[src/rtl/mac_pe_dual.sv]
// mac_pe_dual: weight-buffered MAC processing element for the systolic array.
// ifmap flows east and weights/psums flow south. The weight is double-buffered
// (shadow/active). The PE runs either as a weight-stationary systolic cell or as
// an output-stationary accumulator with drain. Saturation is optional, and the
// saturation and collision flags are sticky.
module mac_pe_dual #(
  parameter int IFMAP_BITWIDTH = 16,
  parameter int W_BITWIDTH     = 8,
  parameter int OFMAP_BITWIDTH = 32,
  parameter int SATURATE       = 1
) (
  input  logic                      clk,
  input  logic                      rst,
  input  logic                      mode_in,
  input  logic                      w_load_in,
  input  logic                      w_swap_in,
  input  logic [W_BITWIDTH-1:0]     w_data_in,
  output logic [W_BITWIDTH-1:0]     w_data_out,
  input  logic                      ifmap_valid_in,
  input  logic [IFMAP_BITWIDTH-1:0] ifmap_data_in,
  output logic                      ifmap_valid_out,
  output logic [IFMAP_BITWIDTH-1:0] ifmap_data_out,
  input  logic                      psum_valid_in,
  input  logic [OFMAP_BITWIDTH-1:0] psum_data_in,
  input  logic                      drain_in,
  output logic                      psum_valid_out,
  output logic [OFMAP_BITWIDTH-1:0] psum_data_out,
  output logic                      sat_flag,
  output logic                      collision_flag
);

  localparam int PW = IFMAP_BITWIDTH + W_BITWIDTH;
  localparam int OW = OFMAP_BITWIDTH;

  localparam logic [OW-1:0] MAX_VAL = {1'b0, {(OW-1){1'b1}}};
  localparam logic [OW-1:0] MIN_VAL = {1'b1, {(OW-1){1'b0}}};

  typedef enum logic [1:0] {
    SYS = 2'd0,
    ACC = 2'd1,
    DRN = 2'd2
  } state_t;

  state_t state, next_state;

  logic signed [W_BITWIDTH-1:0]     shadow, active;
  logic signed [IFMAP_BITWIDTH-1:0] ifmap_q;
  logic                             ifmap_valid_q;
  logic        [OW-1:0]             acc;
  logic        [OW-1:0]             psum_data_q;
  logic                             psum_valid_q;
  logic                             mode_q;
  logic                             sat_q, coll_q;

  logic signed [PW-1:0] prod_full;
  logic signed [OW-1:0] prod_ext;
  logic                 mode_change;

  logic [OW:0] sys_sum, acc_sum, drn_sum;

  logic [OW-1:0] acc_d, psum_data_d;
  logic          psum_valid_d, sat_set, coll_set;

  // Adds at OW+1 bits. The result is {overflow, clamped-or-wrapped value}.
  function automatic logic [OW:0] add_sat(input logic [OW-1:0] a, input logic [OW-1:0] b);
    logic [OW:0]   s;
    logic          ovf;
    logic [OW-1:0] res;
    s   = {a[OW-1], a} + {b[OW-1], b};
    ovf = s[OW] ^ s[OW-1];
    res = s[OW-1:0];
    if (ovf && (SATURATE != 0)) res = s[OW] ? MIN_VAL : MAX_VAL;
    return {ovf, res};
  endfunction

  assign prod_full   = active * ifmap_q;
  assign prod_ext    = OW'(prod_full);
  assign mode_change = (mode_in != mode_q);

  // Candidate sums for each datapath use.
  always_comb begin
    sys_sum = add_sat(prod_ext, psum_data_in);
    acc_sum = add_sat(acc, prod_ext);
    drn_sum = add_sat(acc, ifmap_valid_q ? prod_ext : '0);
  end

  // State register.
  always_ff @(posedge clk) begin
    if (rst) state <= SYS;
    else     state <= next_state;
  end

  // Next-state logic. A mode change re-enters the plain state for the new mode.
  // DRN behaves like ACC, so a back-to-back drain stays in DRN.
  always_comb begin
    next_state = state;
    if (mode_change) begin
      next_state = mode_in ? ACC : SYS;
    end else begin
      case (state)
        SYS:      next_state = SYS;
        ACC, DRN: next_state = drain_in ? DRN : ACC;
        default:  next_state = SYS;
      endcase
    end
  end

  // Output/datapath logic: next accumulator, psum output and flag set events.
  always_comb begin
    acc_d        = acc;
    psum_data_d  = psum_data_q;
    psum_valid_d = 1'b0;
    sat_set      = 1'b0;
    coll_set     = 1'b0;
    case (state)
      SYS: begin
        if (ifmap_valid_q && psum_valid_in) begin
          psum_data_d  = sys_sum[OW-1:0];
          psum_valid_d = 1'b1;
          sat_set      = sys_sum[OW];
        end
      end
      ACC, DRN: begin
        if (!mode_change && drain_in) begin
          // The local drain wins over any upstream psum arriving in the same cycle.
          psum_data_d  = drn_sum[OW-1:0];
          psum_valid_d = 1'b1;
          sat_set      = drn_sum[OW];
          coll_set     = psum_valid_in;
          acc_d        = '0;
        end else begin
          if (!mode_change && ifmap_valid_q) begin
            acc_d   = acc_sum[OW-1:0];
            sat_set = acc_sum[OW];
          end
          if (psum_valid_in) begin
            psum_data_d  = psum_data_in;
            psum_valid_d = 1'b1;
          end
        end
      end
      default: ;
    endcase
    if (mode_change) acc_d = '0;
  end

  // Weight buffers: the swap copies the old shadow while a load refills it.
  always_ff @(posedge clk) begin
    if (rst) begin
      shadow <= '0;
      active <= '0;
    end else begin
      if (w_load_in) shadow <= w_data_in;
      if (w_swap_in) active <= shadow;
    end
  end

  // ifmap pipeline register and mode register.
  always_ff @(posedge clk) begin
    if (rst) begin
      ifmap_q       <= '0;
      ifmap_valid_q <= 1'b0;
      mode_q        <= 1'b0;
    end else begin
      if (ifmap_valid_in) ifmap_q <= ifmap_data_in;
      ifmap_valid_q <= ifmap_valid_in;
      mode_q        <= mode_in;
    end
  end

  // Accumulator, psum output register and sticky flags.
  always_ff @(posedge clk) begin
    if (rst) begin
      acc          <= '0;
      psum_data_q  <= '0;
      psum_valid_q <= 1'b0;
      sat_q        <= 1'b0;
      coll_q       <= 1'b0;
    end else begin
      acc          <= acc_d;
      psum_data_q  <= psum_data_d;
      psum_valid_q <= psum_valid_d;
      if (sat_set)  sat_q  <= 1'b1;
      if (coll_set) coll_q <= 1'b1;
    end
  end

  assign w_data_out      = shadow;
  assign ifmap_data_out  = ifmap_q;
  assign ifmap_valid_out = ifmap_valid_q;
  assign psum_data_out   = psum_data_q;
  assign psum_valid_out  = psum_valid_q;
  assign sat_flag        = sat_q;
  assign collision_flag  = coll_q;

endmodule

[config.mk]
export PLATFORM = sky130hd
export DESIGN_NAME = mac_pe_dual
export DESIGN_NICKNAME = d
export VERILOG_FILES = /design/src/rtl/mac_pe_dual.sv
export SDC_FILE = /design/constraint.sdc
export NUM_CORES = 1
export LEC_CHECK = 0
export ABC_CLOCK_PERIOD_IN_PS = 13650
export BUFFER_PORTS_ARGS = -buffer_cell sky130_fd_sc_hd__buf_2
export CAP_MARGIN = 25
export CORE_UTILIZATION = 38
export CTS_BUF_LIST = sky130_fd_sc_hd__clkbuf_16
export DETAILED_ROUTE_END_ITERATION = 8
export MAX_ROUTING_LAYER = met4
export PLACE_DENSITY = 0.67
export SLEW_MARGIN = 20
export SYNTH_ARGS = -nofsm -noshare
export SYNTH_HDL_FRONTEND = slang
export SYNTH_SLANG_ARGS = --single-unit
[constraint.sdc]
create_clock -name clk -period 13.65 [get_ports clk]
set_clock_uncertainty 0.1 [all_clocks]
set_input_delay 0 -clock clk [delete_from_list [all_inputs] [get_ports clk]]
set_output_delay 0 -clock clk [all_outputs]
set_load 0.03 [all_outputs]
Word-level counts from Yosys, hierarchy flattened:

Index checks and enable logic that the tools add are counted.
Widths: inputs -> output; s select.

* reductions and logical operators: 11
* bitwise operators: 3
* add/sub/neg operators: 3
* muxes and demuxes: 27
* multipliers: 1
* equal/unequal tests: 5

Operator list (count)
* $mux 32: 12
* $pmux 32 s2: 1
* $add 24x32->33: 1
* $add 32x24->33: 1
* $add 32x32->33: 1
* $mul 8x16->24: 1
* $mux 1: 9
* $mux 2: 3
* $pmux 1 s2: 2
* $reduce_bool 2->1: 2
* $reduce_or 2->1: 2
* $logic_and 1x1->1: 3
* $ne 3x3->1 const B: 1
* $reduce_and 3->1: 1
* $xor 1x1->1: 3
* $eq 2x1->1 const B: 1
* $eq 2x2->1 const B: 1
* $logic_not 2->1: 1
* $ne 2x2->1 const B: 1
* $reduce_and 2->1: 1
* $logic_not 1->1: 1
* $ne 1x1->1: 1

* input port bits: 64
* flip-flop bits (word level): 103

Depth between registers and ports, before layout:

Gate-level depths: netlist of the first run.

* word-level depth: 7
* mapped depth: 35
* mapped depth without buffers: 33

Worst setup path after synthesis of the first run:

No wires, ideal clock.

* kind: register -> register
* start point: register active[2]
* end point: register psum_data_q[23], in the netlist psum_data_out[23]
* buffers on the path: 2
* library setup time: 0.091 ns
* cell stages (with the launch flop): 33
* path slack: 5.995 ns
* data arrival time: 7.464 ns
* path through: dfxtp_1 > clkbuf_1 > nand2_1 > fa_1 > fa_1 > inv_1 > fa_1 > inv_1 > fa_1 > inv_1 > ha_1 > a21oi_1 > o21bai_1 > a21oi_1 > o21ai_0 > a41o_1 > a41oi_1 > nand2b_1 > a21oi_1 > xnor2_1 > and2_1 > ha_1 > a21o_1 > a21oi_1 > o21bai_1 > a221o_1 > a2111oi_4 > a22oi_4 > xnor2_2 > buf_6 > or2_1 > a31o_1 > a311oi_1

* cells in the longest elaborated chain, start to end: 7
* elaborated cells on any way between the ends: 13

Ends and longest elaborated chain
* start: declaration: RTL line 46 `logic signed [W_BITWIDTH-1:0] shadow, active;`
* start signal: assignment: RTL line 154 `if (w_swap_in) active <= shadow;`
* $mul 8x16->24 *: RTL line 76 `assign prod_full = active * ifmap_q;`
* $mux 32: RTL line 84 `drn_sum = add_sat(acc, ifmap_valid_q ? prod_ext : '0);`
* $add 32x32->33: RTL line 69 `s = {a[OW-1], a} + {b[OW-1], b};`
* $mux 32 / $xor 1x1->1 (equally long branches): RTL line 72, 70
* $mux 32: RTL line 72 `if (ovf && (SATURATE != 0)) res = s[OW] ? MIN_VAL : MAX_VAL;`
* $mux 32: RTL line 124 `if (!mode_change && drain_in) begin`
* $pmux 32 s2 *: RTL line 115 `case (state)`
* end signal: assignment: RTL line 181 `psum_data_q <= psum_data_d;`
* end: declaration: RTL line 50 `logic [OW-1:0] psum_data_q;`

Mark *: on every way between the ends. The rest lies on a longest branch, timed or not. The select of a mux whose other input is x is not followed.
A chain may end at the register's enable or synchronous reset.

Final worst setup path of the first run:

* start point: register active[0]
* end point: register psum_data_q[24], in the netlist psum_data_out[24]

Same word-level chain as after synthesis.

==> impl_metrics.toml, run 1 <==
[status]
outcome = "complete, no violations"

[clock_network]
cts-root-buf = "clkbuf_16"
clock_sinks = 103
clock_latency_ns = 0.39
hold_buffers = 67
cts_max_path_buffers = 2
postCtsSetupRepairBufs = 0
cts_tree = "yes"
cts.reportedPaths.clkPinSlew_ns = 0.09
cts_buffers = 9
cts_htree_levels = 3
cts_resized = 0

[synth]
yosys_warnings = 0
synthSimpleGateAreaFrac = 0.180
syn_inst = 1720
syn-num-nets = 2028
synth_xor_xnor_area_share = 0.0654
syn_area_mm2 = 0.0136
synthAdderAreaFrac = 0.286
synth.yosys.seq_area_share = 0.151
netlist-cell-type-count = 77
syn_avg_cell_area_um2 = 7.93
synth_compound_area_frac = 0.228
muxShareOfSynthArea = 0.0242
ys.flop_type = "dfxtp_1"
synthArstFlopShare = 0
synth_edf_count = 0
synth-seq-cells = 103
synth_top_family_by_area = "adder cells"

[floorplan]
initial_utilization = 0.385
dieHeight_um = 191
dieWidth_um = 191
rows = 69
core_mm2 = 0.0355
fp.dieArea_mm2 = 0.0367
pin_count = 124

[timing]
setup_viol = 0
timing.hold.ws_ns = 0.0184
tightest_slew_ns = 0.936
fin_ws_ns = 4.52
finalSetupTns_ns = 0
slew_headroom = 0.375
rsz0062_at_grt = "false"
max_freq_ghz = 0.110
finalHoldViolations = 0
slew_violations = 0
fin_crit_sh = 0.669
min_period_ns = 9.13

[pwr]
vdd_drop_max_uv = 142
cellPowerDensity_mw_per_mm2 = 61.3
leakagePower_nw = 7.56
power_w = 0.000962

[cells_and_area]
multi_input_comb_area_mm2 = 0.0107
area_growth_pct = 15.0
design_area_mm2 = 0.0157
antenna-diode-count = 0
regArea_mm2 = 0.00206
drive_gt1_frac = 0.0932
nNetsFinal = 2180
nFillCells = 3491
mostFrequentLayoutCells = "inv_1 (172), nand2_1 (159), ha_1 (138), a21oi_1 (133), o21ai_0 (130)"
mostFrequentLayoutCell = "inv_1"

[global_routing]
grt_max_degree = 47
track_usage = 0.225
grt.overflow.total = 0
antenna_found_initial = 1
first_global_vias = 12074
grt_pass1_wl_mm = 63.3

[run]
cap_violations = 0

[route]
num_vias = 12935
ant_nets = 0
drt_iter0_markers = 819
post-route-drc-count = 0
routed_wl_mm = 40.3
viasPerCell = 5.53
post_drt_wl_per_cell_um = 17.2
first_pass_iters = 5

[worst_setup_path]
path_max_fanout = 18
cpPeakStageDelay_ns = 0.67
startpoint_type = "register"
endpoint_kind = "register"
worst-endpoint-required_ns = 13.87
crit_arrival_ns = 9.35
critPathKind = "register to register"
cp_slowest_cell = "dfxtp_1"
cpMostUsedCell = "a21oi_1"

[hold_path]
hold_class = "primary input to register"

[place]
dp_hpwl_mm = 31.8
place_area_mm2 = 0.0147
gp_congestion = 0.962
pre_cts_slack_ns = 4.60
io_buffers = 123
[layer usage]
metal | global-route usage | up-vias | routed length, µm | share of wire
li1 | - | 6234 | - | -
met1 | 0.299 | 6250 | 18500 | 0.46
met2 | 0.369 | 414 | 19100 | 0.47
met3 | 0.0215 | 37 | 2060 | 0.051
met4 | 0.0513 | 0 | 677 | 0.017
met5 | - | - | 0 | 0
[critical path, delay by kind of cell, from the launching register on]
family | cells | cell delay (ns)
AO/OA/AOI/OAI | 17 | 4.56
adder cells (fa/ha/maj) | 7 | 2.47
flip-flops | 1 | 0.67
XOR/XNOR | 2 | 0.61
AND/OR/NAND/NOR | 3 | 0.54
buffers and inverters | 2 | 0.09
[stage by stage]
step | utilization | std cells
2_1_floorplan | - | 1720
3_3_place_gp | 0.415 | 2255
3_5_place_dp | 0.415 | 2255
4_1_cts | 0.442 | 2338
5_1_grt | 0.442 | 2338
6_report | 0.442 | 2338
[Yosys cell counts (21+ instances only)]
master,number,share of area
fa_1,106,0.16
xnor2_1,59,0.038
a21oi_1,134,0.049
nor2_1,125,0.034
o21ai_0,130,0.048
nand2_1,159,0.044
mux2i_1,33,0.024
o211ai_1,27,0.015
and2_1,112,0.051
o21bai_1,21,0.012
nand2b_1,23,0.011
a21o_1,41,0.023
inv_1,172,0.047
dfxtp_1,103,0.15
ha_1,138,0.13
clkbuf_1,55,0.015
xor2_1,41,0.026
[flip-flops by register name, summed over array words and instances (netlist names), 2 cells and up]
register        count
state               2
w_data_out          8
psum_data_out      32
active              8
ifmap_data_out     16
acc                32
[kinds of logic after synthesis]
group,Yosys count
muxes,33
AOI/OAI and AO/OA,489
DFF,103
xor gates and xnor gates,101
and+or+nand+nor,510
adders and majority gates,250
buffers and inverters,234
[cell type report]
type	instances	share of cell area
clock buffer	9	0.0144
clock inverter	7	0.00486
inverter	172	0.0411
multi-input combinational	1383	0.683
sequential	103	0.131
tap	461	0.0368
timing repair buffer	203	0.0882
[worst paths after layout]
path                                         from                 to  slack, ns  depth (start not counted)
worst min register to register  psum_data_out[18]  psum_data_out[18]       0.35                          2
worst min-delay path               ifmap_valid_in    ifmap_valid_out       0.02                          2
worst max register to register          active[0]  psum_data_out[24]       4.52                         31
worst max-delay path                    active[0]  psum_data_out[24]       4.52                         31
[where the power goes]
part	total [W]	internal [W]	switching, W
combinational	0.000350	0.000133	0.000217
clock	0.000280	0.000130	0.000150
sequential	0.000332	0.000314	0.0000182
No activity file was read; power rests on OpenSTA's default activity.
==> inputs of run 2 (changes only) <==
--- a/config.mk
+++ b/config.mk
@@ -5,7 +5,8 @@
 export SDC_FILE = /design/constraint.sdc
 export NUM_CORES = 1
 export LEC_CHECK = 0
-export ABC_CLOCK_PERIOD_IN_PS = 13650
+export ABC_AREA = 1
+export ABC_CLOCK_PERIOD_IN_PS = 9250
 export BUFFER_PORTS_ARGS = -buffer_cell sky130_fd_sc_hd__buf_2
 export CAP_MARGIN = 25
 export CORE_UTILIZATION = 38
==> constraint.sdc (replaced) <==
create_clock -name clk -period 9.25 [get_ports clk]
set_clock_uncertainty 0.1 [all_clocks]
set_input_delay 0 -clock clk [delete_from_list [all_inputs] [get_ports clk]]
set_output_delay 0 -clock clk [all_outputs]
set_load 0.03 [all_outputs]
==> run 2 against run 1 <==
Utilization decreased by 0.86 points. Non-clock buffer count shrank 6. Register-to-register slack worse by 3.7 ns. Clock power increased by 39%. Combinational power grew to 4.1 times the previous value. Via count is 9.4% higher. Sequential share of layout area shrank 0.52 points. Final cell count grew 20%. Power increased by 140%. Worst setup slack worse by 3.7 ns. Hold slack worse by 0.0048 ns. Critical endpoint is now psum_data_out[20]. Largest power group unchanged. Highest routed layer unchanged.
==> impl_metrics.toml, run 2 <==
[status]
outcome = "complete, no violations"

[floorplan]
core_mm2 = 0.0377
pin_count = 124
rows = 71
fp.dieArea_mm2 = 0.0391
dieHeight_um = 198
initial_utilization = 0.386
dieWidth_um = 198

[synth]
synth_edf_count = 0
synth-seq-cells = 103
post-synth-top-area-cell = "fa_1"
syn-num-nets = 2464
syn_area_mm2 = 0.0145
synthArstFlopShare = 0
yosys-top-cells-count = "nand2_1 (479), inv_1 (369), a21oi_1 (188)"
syn_avg_cell_area_um2 = 6.75
synth.most_common_cell = "nand2_1"
yosys_warnings = 0
synth.area.top_cells = "fa_1 (15%), dfxtp_1 (14%), nand2_1 (12%), ha_1 (12%), inv_1 (9.5%)"
ys.flop_type = "dfxtp_1"
yosysTopAreaCellShare = 0.146
netlist-cell-type-count = 56
syn_inst = 2156
synth.yosys.seq_area_share = 0.142

[worst_setup_path]
endpoint_kind = "register"
path_max_fanout = 32
crit_arrival_ns = 8.63
cp_slowest_cell = "dfxtp_1"
worst-endpoint-required_ns = 9.45
cpPeakStageDelay_ns = 0.71
startpoint_type = "register"
critPathKind = "register to register"
cpMostUsedCell = "nand2_1"

[cells_and_area]
nFillCells = 3976
antenna-diode-count = 0
drive_gt1_frac = 0.112
area_growth_pct = 12.3
fin_cells = 2794
mostFrequentLayoutCell = "nand2_1"
design_area_mm2 = 0.0163
nNetsFinal = 2586
mostFrequentLayoutCells = "nand2_1 (479), inv_1 (370), a21oi_1 (187), nor2_1 (157), ha_1 (138)"

[timing]
max_freq_ghz = 0.119
setup_viol = 0
fin_crit_sh = 0.912
rsz0062_at_grt = "false"
finalSetupTns_ns = 0
min_period_ns = 8.44
finalHoldViolations = 0
slew_violations = 0
tightest_slew_ns = 0.904
slew_headroom = 0.389

[route]
post_drt_wl_per_cell_um = 15.5
num_vias = 14155
drt_iter0_markers = 1009
first_pass_iters = 5
viasPerCell = 5.07
post-route-drc-count = 0
routed_wl_mm = 43.4
ant_nets = 0

[pwr]
vdd_drop_max_uv = 95.3
leakagePower_nw = 8.93
cellPowerDensity_mw_per_mm2 = 143

[place]
place_inst = 2718
io_buffers = 123
gp_congestion = 0.993
place_area_mm2 = 0.0154
dp_hpwl_mm = 34.7

[global_routing]
first_global_vias = 13780
antenna_found_initial = 0
track_usage = 0.233
grt.overflow.total = 0
grt_pass1_wl_mm = 70.4
grt_max_degree = 64

[clock_network]
cts_resized = 0
cts.reportedPaths.clkPinSlew_ns = 0.08
cts_htree_levels = 3
clock_latency_ns = 0.37
cts_tree = "yes"
cts_max_path_buffers = 2
clock_sinks = 103
cts-root-buf = "clkbuf_16"
cts_buffers = 9

[run]
cap_violations = 0

[hold_path]
hold_class = "primary input to register"
run 2: cell types whose count changed in the layout (fill, tap and decap cells not counted), sizes merged, moves of 38 or more:
cell | previous run | this run
a21o | 42 | 4
a21oi | 135 | 193
and2 | 112 | 0
inv | 175 | 379
nand2 | 159 | 513
nand3 | 19 | 125
nor2 | 125 | 164
run 2: per-layer routing:
layer | global-route usage | part of all wire
met1 | 0.300 | 0.46
met2 | 0.385 | 0.46
met3 | 0.0330 | 0.057
met4 | 0.0563 | 0.023
met5 | - | 0
run 2: path summary, 6_finish.rpt:
kind                                   startpoint           endpoint  slack [ns]  depth (start not counted)
worst max-delay path                    active[2]  psum_data_out[20]        0.81                         39
worst min-delay path             psum_data_in[12]  psum_data_out[12]        0.01                          5
worst max register to register          active[2]  psum_data_out[20]        0.81                         39
worst min register to register  psum_data_out[21]  psum_data_out[21]        0.37                          2
run 2: cells by family (layout without fill, tap and decap cells):
logic type / Yosys count / in the layout / share of synthesized area
flip-flops: 103 / 103 / 0.142
XOR/XNOR: 106 / 106 / 0.0638
AND/OR/NAND/NOR: 854 / 854 / 0.255
adder cells (fa/ha/maj): 244 / 244 / 0.265
buffers and inverters: 467 / 594 / 0.131
AO/OA/AOI/OAI: 382 / 382 / 0.143
run 2: timing repair:
item                      4_1_cts  5_1_grt
hold buffers                   60        0
setup buffers                   0        0
hold endpoints to repair       46        0
run 2: cell type report:
type | instances | area [µm²] | share of cell area
inverter | 381 | 1430 | 0.0877
multi-input combinational | 1586 | 10600 | 0.648
sequential | 103 | 2060 | 0.126
clock inverter | 7 | 58.8 | 0.00360
timing repair buffer | 197 | 1330 | 0.0811
tap | 511 | 639 | 0.0391
clock buffer | 9 | 225 | 0.0138
run 2: power by group:
| group | internal (W) | switching [W] |
|---|---|---|
| Clock | 0.000187 | 0.000204 |
| Combinational | 0.000476 | 0.000956 |
| Sequential | 0.000474 | 0.0000374 |
run 2: per-stage QoR:
stage | total power, W | hold slack [ns] | utilization | setup WS, ns
finish | 0.00233 | 0.0136 | 0.434 | 0.813
global route | 0.00252 | 0.0302 | 0.434 | 0.0806
CTS | 0.00232 | 0.00435 | 0.434 | 0.857
detailed placement | 0.00191 | 0.125 | 0.410 | 0.890
global placement | 0.00191 | 0.121 | 0.410 | 0.818
floorplan | 0.00154 | 0.0249 | - | 1.92
run 2: worst max-delay path: cells and delay by family (launching register included):
| family | cells | cell delay (ns) |
|---|---|---|
| AND/OR/NAND/NOR | 12 | 1.11 |
| flip-flops | 1 | 0.71 |
| buffers and inverters | 5 | 0.65 |
| XOR/XNOR | 1 | 0.23 |
| adder cells (fa/ha/maj) | 6 | 2.73 |
| AO/OA/AOI/OAI | 15 | 2.85 |
